## config.mk

```make
export PLATFORM = sky130hd
export DESIGN_NAME = grid_write_arbiter
export DESIGN_NICKNAME = d
export VERILOG_FILES = /design/src/rtl/grid_write_arbiter.sv
export SDC_FILE = /design/constraint.sdc
export NUM_CORES = 1
export LEC_CHECK = 0
export ABC_AREA = 1
export CORE_MARGIN = 2
export CORE_UTILIZATION = 45
export DETAILED_ROUTE_END_ITERATION = 7
export PLACE_DENSITY = 0.77
export SLEW_MARGIN = 20
export SYNTH_ARGS = -nofsm -noshare
export SYNTH_HDL_FRONTEND = slang
export SYNTH_SLANG_ARGS = --single-unit
```

## constraint.sdc

```tcl
create_clock -name clk -period 4 [get_ports clk]
set_input_delay 0.6 -clock clk [delete_from_list [all_inputs] [get_ports clk]]
set_output_delay 0.6 -clock clk [all_outputs]
set_load 0.03 [all_outputs]
```

## src/rtl/grid_write_arbiter.sv

```systemverilog
// Single write port arbiter for the snake grid register: round-robin among head,
// tail and food requesters, plus a board-clear sweep that owns the port while active.
module grid_write_arbiter #(
    parameter int                 GRID_W     = 32,
    parameter int                 GRID_H     = 24,
    parameter int                 X_W        = 5,
    parameter int                 Y_W        = 5,
    parameter int                 CODE_W     = 4,
    parameter logic [CODE_W-1:0]  CLEAR_CODE = '0
) (
    input  logic                  clk,
    input  logic                  rst,
    input  logic [2:0]            req,
    input  logic [3*X_W-1:0]      req_x,
    input  logic [3*Y_W-1:0]      req_y,
    input  logic [3*CODE_W-1:0]   req_code,
    input  logic                  wr_hold,
    input  logic                  clear_start,
    output logic [2:0]            gnt,
    output logic                  wr_en,
    output logic [X_W-1:0]        wr_x,
    output logic [Y_W-1:0]        wr_y,
    output logic [CODE_W-1:0]     wr_code,
    output logic                  clear_busy,
    output logic                  clear_done
);

    localparam int              NUM_REQ = 3;
    localparam logic [X_W-1:0]  X_LAST  = X_W'(GRID_W - 1);
    localparam logic [Y_W-1:0]  Y_LAST  = Y_W'(GRID_H - 1);

    // ST_DONE exists so clear_done lands one cycle after the final sweep write.
    typedef enum logic [1:0] {
        ST_ARB,
        ST_CLEAR,
        ST_DONE
    } state_t;

    state_t              state, state_d;
    logic [1:0]          rr_last, rr_last_d;
    logic [X_W-1:0]      sweep_x, sweep_x_d;
    logic [Y_W-1:0]      sweep_y, sweep_y_d;

    logic [2:0]          gnt_d;
    logic                wr_en_d;
    logic [X_W-1:0]      wr_x_d;
    logic [Y_W-1:0]      wr_y_d;
    logic [CODE_W-1:0]   wr_code_d;
    logic                clear_busy_d;
    logic                clear_done_d;

    logic [2:0]          eligible;
    logic                pick_valid;
    logic [1:0]          pick_idx;
    logic [1:0]          cand;

    // A requester is masked during its own grant cycle, before it can react to gnt.
    assign eligible = req & ~gnt;

    always_comb begin
        // NOTE: every signal written here gets a default first, so no path can infer a latch.
        pick_valid = 1'b0;
        pick_idx   = 2'd0;
        cand       = rr_last;
        for (int k = 0; k < NUM_REQ; k++) begin
            cand = (cand == 2'd2) ? 2'd0 : cand + 2'd1;
            if (!pick_valid && eligible[cand]) begin
                pick_valid = 1'b1;
                pick_idx   = cand;
            end
        end
    end

    always_comb begin
        state_d      = state;
        rr_last_d    = rr_last;
        sweep_x_d    = sweep_x;
        sweep_y_d    = sweep_y;
        gnt_d        = 3'b000;
        wr_en_d      = 1'b0;
        wr_x_d       = wr_x;
        wr_y_d       = wr_y;
        wr_code_d    = wr_code;
        clear_busy_d = 1'b0;
        clear_done_d = 1'b0;

        unique case (state)
            ST_ARB: begin
                if (clear_start) begin
                    state_d      = ST_CLEAR;
                    sweep_x_d    = '0;
                    sweep_y_d    = '0;
                    clear_busy_d = 1'b1;
                end else if (!wr_hold && pick_valid) begin
                    gnt_d     = 3'b001 << pick_idx;
                    wr_en_d   = 1'b1;
                    wr_x_d    = req_x[pick_idx*X_W +: X_W];
                    wr_y_d    = req_y[pick_idx*Y_W +: Y_W];
                    wr_code_d = req_code[pick_idx*CODE_W +: CODE_W];
                    rr_last_d = pick_idx;
                end
            end

            ST_CLEAR: begin
                clear_busy_d = 1'b1;
                if (!wr_hold) begin
                    wr_en_d   = 1'b1;
                    wr_x_d    = sweep_x;
                    wr_y_d    = sweep_y;
                    wr_code_d = CLEAR_CODE;
                    if (sweep_x == X_LAST) begin
                        sweep_x_d = '0;
                        if (sweep_y == Y_LAST) begin
                            state_d = ST_DONE;
                        end else begin
                            sweep_y_d = sweep_y + 1'b1;
                        end
                    end else begin
                        sweep_x_d = sweep_x + 1'b1;
                    end
                end
            end

            ST_DONE: begin
                clear_done_d = 1'b1;
                state_d      = ST_ARB;
            end

            default: begin
                state_d = ST_ARB;
            end
        endcase
    end

    // rr_last starts at 2 so requester 0 is first in line after reset.
    always_ff @(posedge clk or negedge rst) begin
        if (!rst) begin
            state      <= ST_ARB;
            rr_last    <= 2'd2;
            sweep_x    <= '0;
            sweep_y    <= '0;
            gnt        <= 3'b000;
            wr_en      <= 1'b0;
            wr_x       <= '0;
            wr_y       <= '0;
            wr_code    <= '0;
            clear_busy <= 1'b0;
            clear_done <= 1'b0;
        end else begin
            // NOTE: non-blocking assignments so every register samples pre-edge values.
            state      <= state_d;
            rr_last    <= rr_last_d;
            sweep_x    <= sweep_x_d;
            sweep_y    <= sweep_y_d;
            gnt        <= gnt_d;
            wr_en      <= wr_en_d;
            wr_x       <= wr_x_d;
            wr_y       <= wr_y_d;
            wr_code    <= wr_code_d;
            clear_busy <= clear_busy_d;
            clear_done <= clear_done_d;
        end
    end

endmodule

```

# == After elaboration in Yosys (flattened, before gate mapping) ==
# Index checks and enable logic that the tools add are counted.
# op_classes
add_sub_neg,5
mul,1
order_cmp,3
n_eq_ne,14
shift,4
muxes,50
bitwise_logic,3
n_reduce_logical,13
# op_table
cell,n
$mux W5,12
$pmux W5 S2,4
$shiftx A15 B6 Y5,2
$mux W2,10
$ne A2 B2 Y1 const B,7
$mux W4,3
$shiftx A12 B5 Y4,1
$mux W1,11
$add A5 B1 Y5 const B,2
$eq A5 B5 Y1 const B,2
$lt A2 B3 Y1 const B,3
$mux W3,3
$eq A2 B2 Y1 const B,4
$pmux W4 S2,1
$reduce_and A4 Y1,2
$add A2 B1 Y2 const B,3
$bmux W1 S2,3
$reduce_and A3 Y1,2
$mul A2 B3 Y5 const B,1
$reduce_and A5 Y1,1
$pmux W1 S2,2
$pmux W2 S2,1
$and A3 B3 Y3,1
$logic_and A1 B1 Y1,3
other kinds (7),9
# totals
reg_bits,34
output_inout_bits,20
word_cells,104

# == Depth between registers and ports, before layout ==
# logic_depth
ltp_word,16
mapped_depth,14

# == Worst setup path after synthesis ==
# Ideal clock, no wire load.
# synth_timing
path_type,input -> register
startpoint,input req[1]
endpoint,register wr_x[1]
arrival_ns,1.560
required_ns,3.883
slack_ns,2.324
stages,12
path_cell_list,nand2_1 nand2_1 inv_2 nor2_4 nand4_4 nand2_4 buf_12 nand2_2 nand3_2 nand2_1 nand2_1 nand2_1
# synth_between
elab_chain_len,15
# synth_lines
item,line,rtl
"start, declared",13,"input logic [2:0] req,"
$and A3 B3 Y3 *,58,assign eligible = req & ~gnt;
$bmux W1 S2,67,if (!pick_valid && eligible[cand]) begin
$mux W1 (not written as such),67,
$mux W1,67,
$logic_not A1 Y1,67,
$logic_and A1 B1 Y1,67,
$mux W1,67,
$logic_not A1 Y1,67,
$logic_and A1 B1 Y1,67,
$mux W2,67,
$mul A2 B3 Y5,97,wr_x_d = req_x[pick_idx*X_W +: X_W];
$shiftx A15 B6 Y5,97,
$mux W5,94,end else if (!wr_hold && pick_valid) begin
$mux W5,89,if (clear_start) begin
$pmux W5 S2,87,unique case (state)
"end signal, assigned",157,wr_x <= wr_x_d;
"end, declared",21,"output logic [X_W-1:0] wr_x,"
# Every way passes the cells marked *; elsewhere a longest branch is shown, timed or not. The select of a mux whose other input is x is not followed.
# A chain may end at the register's enable or synchronous reset.

# == Worst setup path in the final report ==
# layout_timing
startpoint,input req[1]
endpoint,register wr_x[4]
# The elaborated chain is that of the path after synthesis.

==> results.toml <==
[critical_path]
path_cells = "clkdlybuf4s50_1 -> nand2_1 -> nand2_1 -> inv_2 -> nor2_4 -> nand4_4 -> nand2_4 -> nand2_1 -> nand3_1 -> nand2_1 -> nand2_1 -> nand2_1"
startpoint_type = "input port"
critPathKind = "input port to flop"
arrival_ns = 2.39
critPathRequiredTime_ns = 4.18
cpPeakStageDelay_ns = 0.47
cp_slowest_cell = "clkdlybuf4s50_1"
critPathLaunch = "req[1]"
r2r_cells = 10
critPathCaptureType = "flop"
critical_path.most_common_cell = "nand2_1"
worstPathMaxFanout = 16
regToRegStartpoint = "state[1]$_DFFE_PN0P_"

[power]
p_comb_frac = 0.623
clock_power_share = 0.123
p_sw_w = 0.00107
seqPwrFrac = 0.254
pwr_density_cell_nw_per_um2 = 687
peakVddDrop_uv = 294
p_int_w = 0.00108
leakagePower_nw = 1.61
swShare = 0.497

[cts]
clkTransAtPathRegs_ns = 0.07
clockBufferDepth = 2
insertion_delay_ns = 0.29
numCtsBuffers = 5
ctsHoldBuffers = 0
root_buffer = "clkbuf_8"
cts_tree = "done"
clkSinkCount = 34
cts_resized = 0
htree_levels = 2
cts_setup_buffers = 0

[sta]
period_share = 0.551
rsz0062_at_grt = "no"
final-max-slew-violation-count = 0
fmax_mhz = 454
max_slew_margin = 0.578
max_slew.worst_pin.slew_ns = 0.632
setup_viol = 0
finalCriticalPeriod_ns = 2.20
hold_viol = 0
finClkSkew_ns = 0.00384
setup_tns_ns = 0

[yosys]
syn_inst = 316
ys_seq_area_frac = 0.361
synthArstFlopShare = 1.00
synth.distinct_cells = 38
ys_seq_elements = 34
avgSynthCellArea_um2 = 7.47
synth_edf_count = 0
postSynth.topFlopCell = "dfrtp_1"
synth_area_um2 = 2360
yosysWarnings = 0
syn_nets = 368

[detailed_routing]
wl_per_cell_um = 13.4
first_pass_iters = 5
drtAntennaViolNets = 0
via_count = 2278
via_per_inst = 5.02
drc = 0
drt-initial-drc-count = 106
drt-total-wl_um = 6070

[floorplanning]
core.rowCount = 26
io_pins = 69
core_um2 = 5070
start_util = 0.465
die_x_um = 76.4
dieArea_um2 = 5840
die_height_um = 76.4

[finish]
fin_nets = 435
layout-drive-gt1-share = 0.146
final_common_cell = "nand2_1"
layout_common_cells = "nand2_1, clkdlybuf4s50_1, inv_1"
final_util = 0.618
area_growth_pct = 32.9
antenna_cells = 0

[place]
portBuffers = 68
dp.final_hpwl_um = 4510
place_congestion = 0.845

[run]
cap_violations = 0

[grt]
grtUsageMet3 = 0.0592
gr-usage-met2 = 0.361
grt_pass1_wl_um = 10300
grt_busiest_layer = "met2"
grt_overflow = 0
antenna_found_initial = 0
grt_pass1_vias = 2232
grt_use_total = 0.220
use_met1 = 0.275
grt_start_max_net_pins = 35

[worst_hold_path]
whs_path_depth = 1
min-delay-start = "state[0]$_DFFE_PN0P_"
min_path_type = "flop to flop"

[run_status]
status = "finished, final reports clean"
## critical path: cells and delay by family
kind | cells | cell delay [ns]
simple gates | 10 | 1.25
buf+inv | 2 | 0.52
## layout make-up
type / instances / area [um^2]
clock buffers: 7 / 86.3
clock inverters: 1 / 5.00
fillers: 464 / 1940
inverters: 61 / 234
multi-input cells: 212 / 1180
flip-flops and latches: 34 / 852
well taps: 70 / 87.6
repair buffers: 69 / 688
## synthesized netlist by cell type (2+ instances only)
cell / count / area (um^2)
a21oi_1: 20 / 100
buf_12: 2 / 40.0
buf_4: 4 / 30.0
dfrtp_1: 33 / 826
ha_1: 3 / 37.5
inv_1: 55 / 206
inv_2: 4 / 15.0
inv_4: 2 / 12.5
nand2_1: 87 / 327
nand2_2: 14 / 87.6
nand2_4: 4 / 45.0
nand3_1: 32 / 160
nand3_2: 11 / 110
nand3_4: 2 / 35.0
nor2_1: 10 / 37.5
nor2_4: 3 / 33.8
nor3_1: 2 / 10.0
o21ai_0: 8 / 40.0
## stage by stage
| step | setup slack, ns | std cells | hold slack [ns] | power (W) | instance area (um^2) |
|---|---|---|---|---|---|
| after floorplan | 2.32 | 316 | 0.304 | 0.00162 | 2360 |
| after global placement | 1.59 | 446 | 0.433 | 0.00186 | 3050 |
| after detailed placement | 1.52 | 446 | 0.432 | 0.00189 | 3050 |
| after CTS | 1.83 | 454 | 0.444 | 0.00216 | 3140 |
| after global routing | 1.66 | 454 | 0.478 | 0.00233 | 3140 |
| final | 1.80 | 454 | 0.445 | 0.00216 | 3140 |
## power groups by stage
| stage | Sequential (W) | Clock, W | Combinational (W) |
|---|---|---|---|
| 2_1_floorplan | 0.000674 | 0 | 0.000943 |
| 3_3_place_gp | 0.000551 | 0 | 0.00131 |
| 3_5_place_dp | 0.000552 | 0 | 0.00134 |
| 4_1_cts | 0.000547 | 0.000271 | 0.00135 |
| 5_1_grt | 0.000564 | 0.000285 | 0.00148 |
| 6_report | 0.000548 | 0.000265 | 0.00134 |
## final timing paths
check | to | slack, ns
min in group asynchronous | wr_x[2]$_DFFE_PN0P_ | 0.73
max in group asynchronous | rr_last[1]$_DFFE_PN1P_ | 2.93
worst max-delay path | wr_x[4]$_DFFE_PN0P_ | 1.80
worst min-delay path | clear_done$_DFF_PN0_ | 0.44
worst min register to register | clear_done$_DFF_PN0_ | 0.44
worst max register to register | sweep_y[4]$_DFFE_PN0P_ | 1.89
## registers in the layout (all words and copies together), names as in the netlist
| signal | count |
|---|---|
| wr_en | 1 |
| sweep_x | 5 |
| rr_last | 2 |
| sweep_y | 5 |
| state | 2 |
| gnt | 3 |
| wr_code | 4 |
| clear_busy | 1 |
| wr_x | 5 |
| wr_y | 5 |
| clear_done | 1 |
## per-layer routing
metal,vias up,part of all wire
li1,1121,-
met1,1046,0.43
met2,98,0.47
met3,13,0.073
met4,0,0.026
met5,-,0
## kinds of logic (layout without fill, tap and decap cells)
| kind of cell | count (synthesis) | after routing | synth area share |
|---|---|---|---|
| adder cells (fa/ha/maj) | 3 | 3 | 0.0159 |
| AO/OA/AOI/OAI | 37 | 37 | 0.0890 |
| flip-flops | 34 | 34 | 0.361 |
| buffers and inverters | 70 | 138 | 0.137 |
| XOR/XNOR | 1 | 1 | 0.00371 |
| AND/OR/NAND/NOR | 171 | 171 | 0.393 |
(Power assumes the default switching activity.)
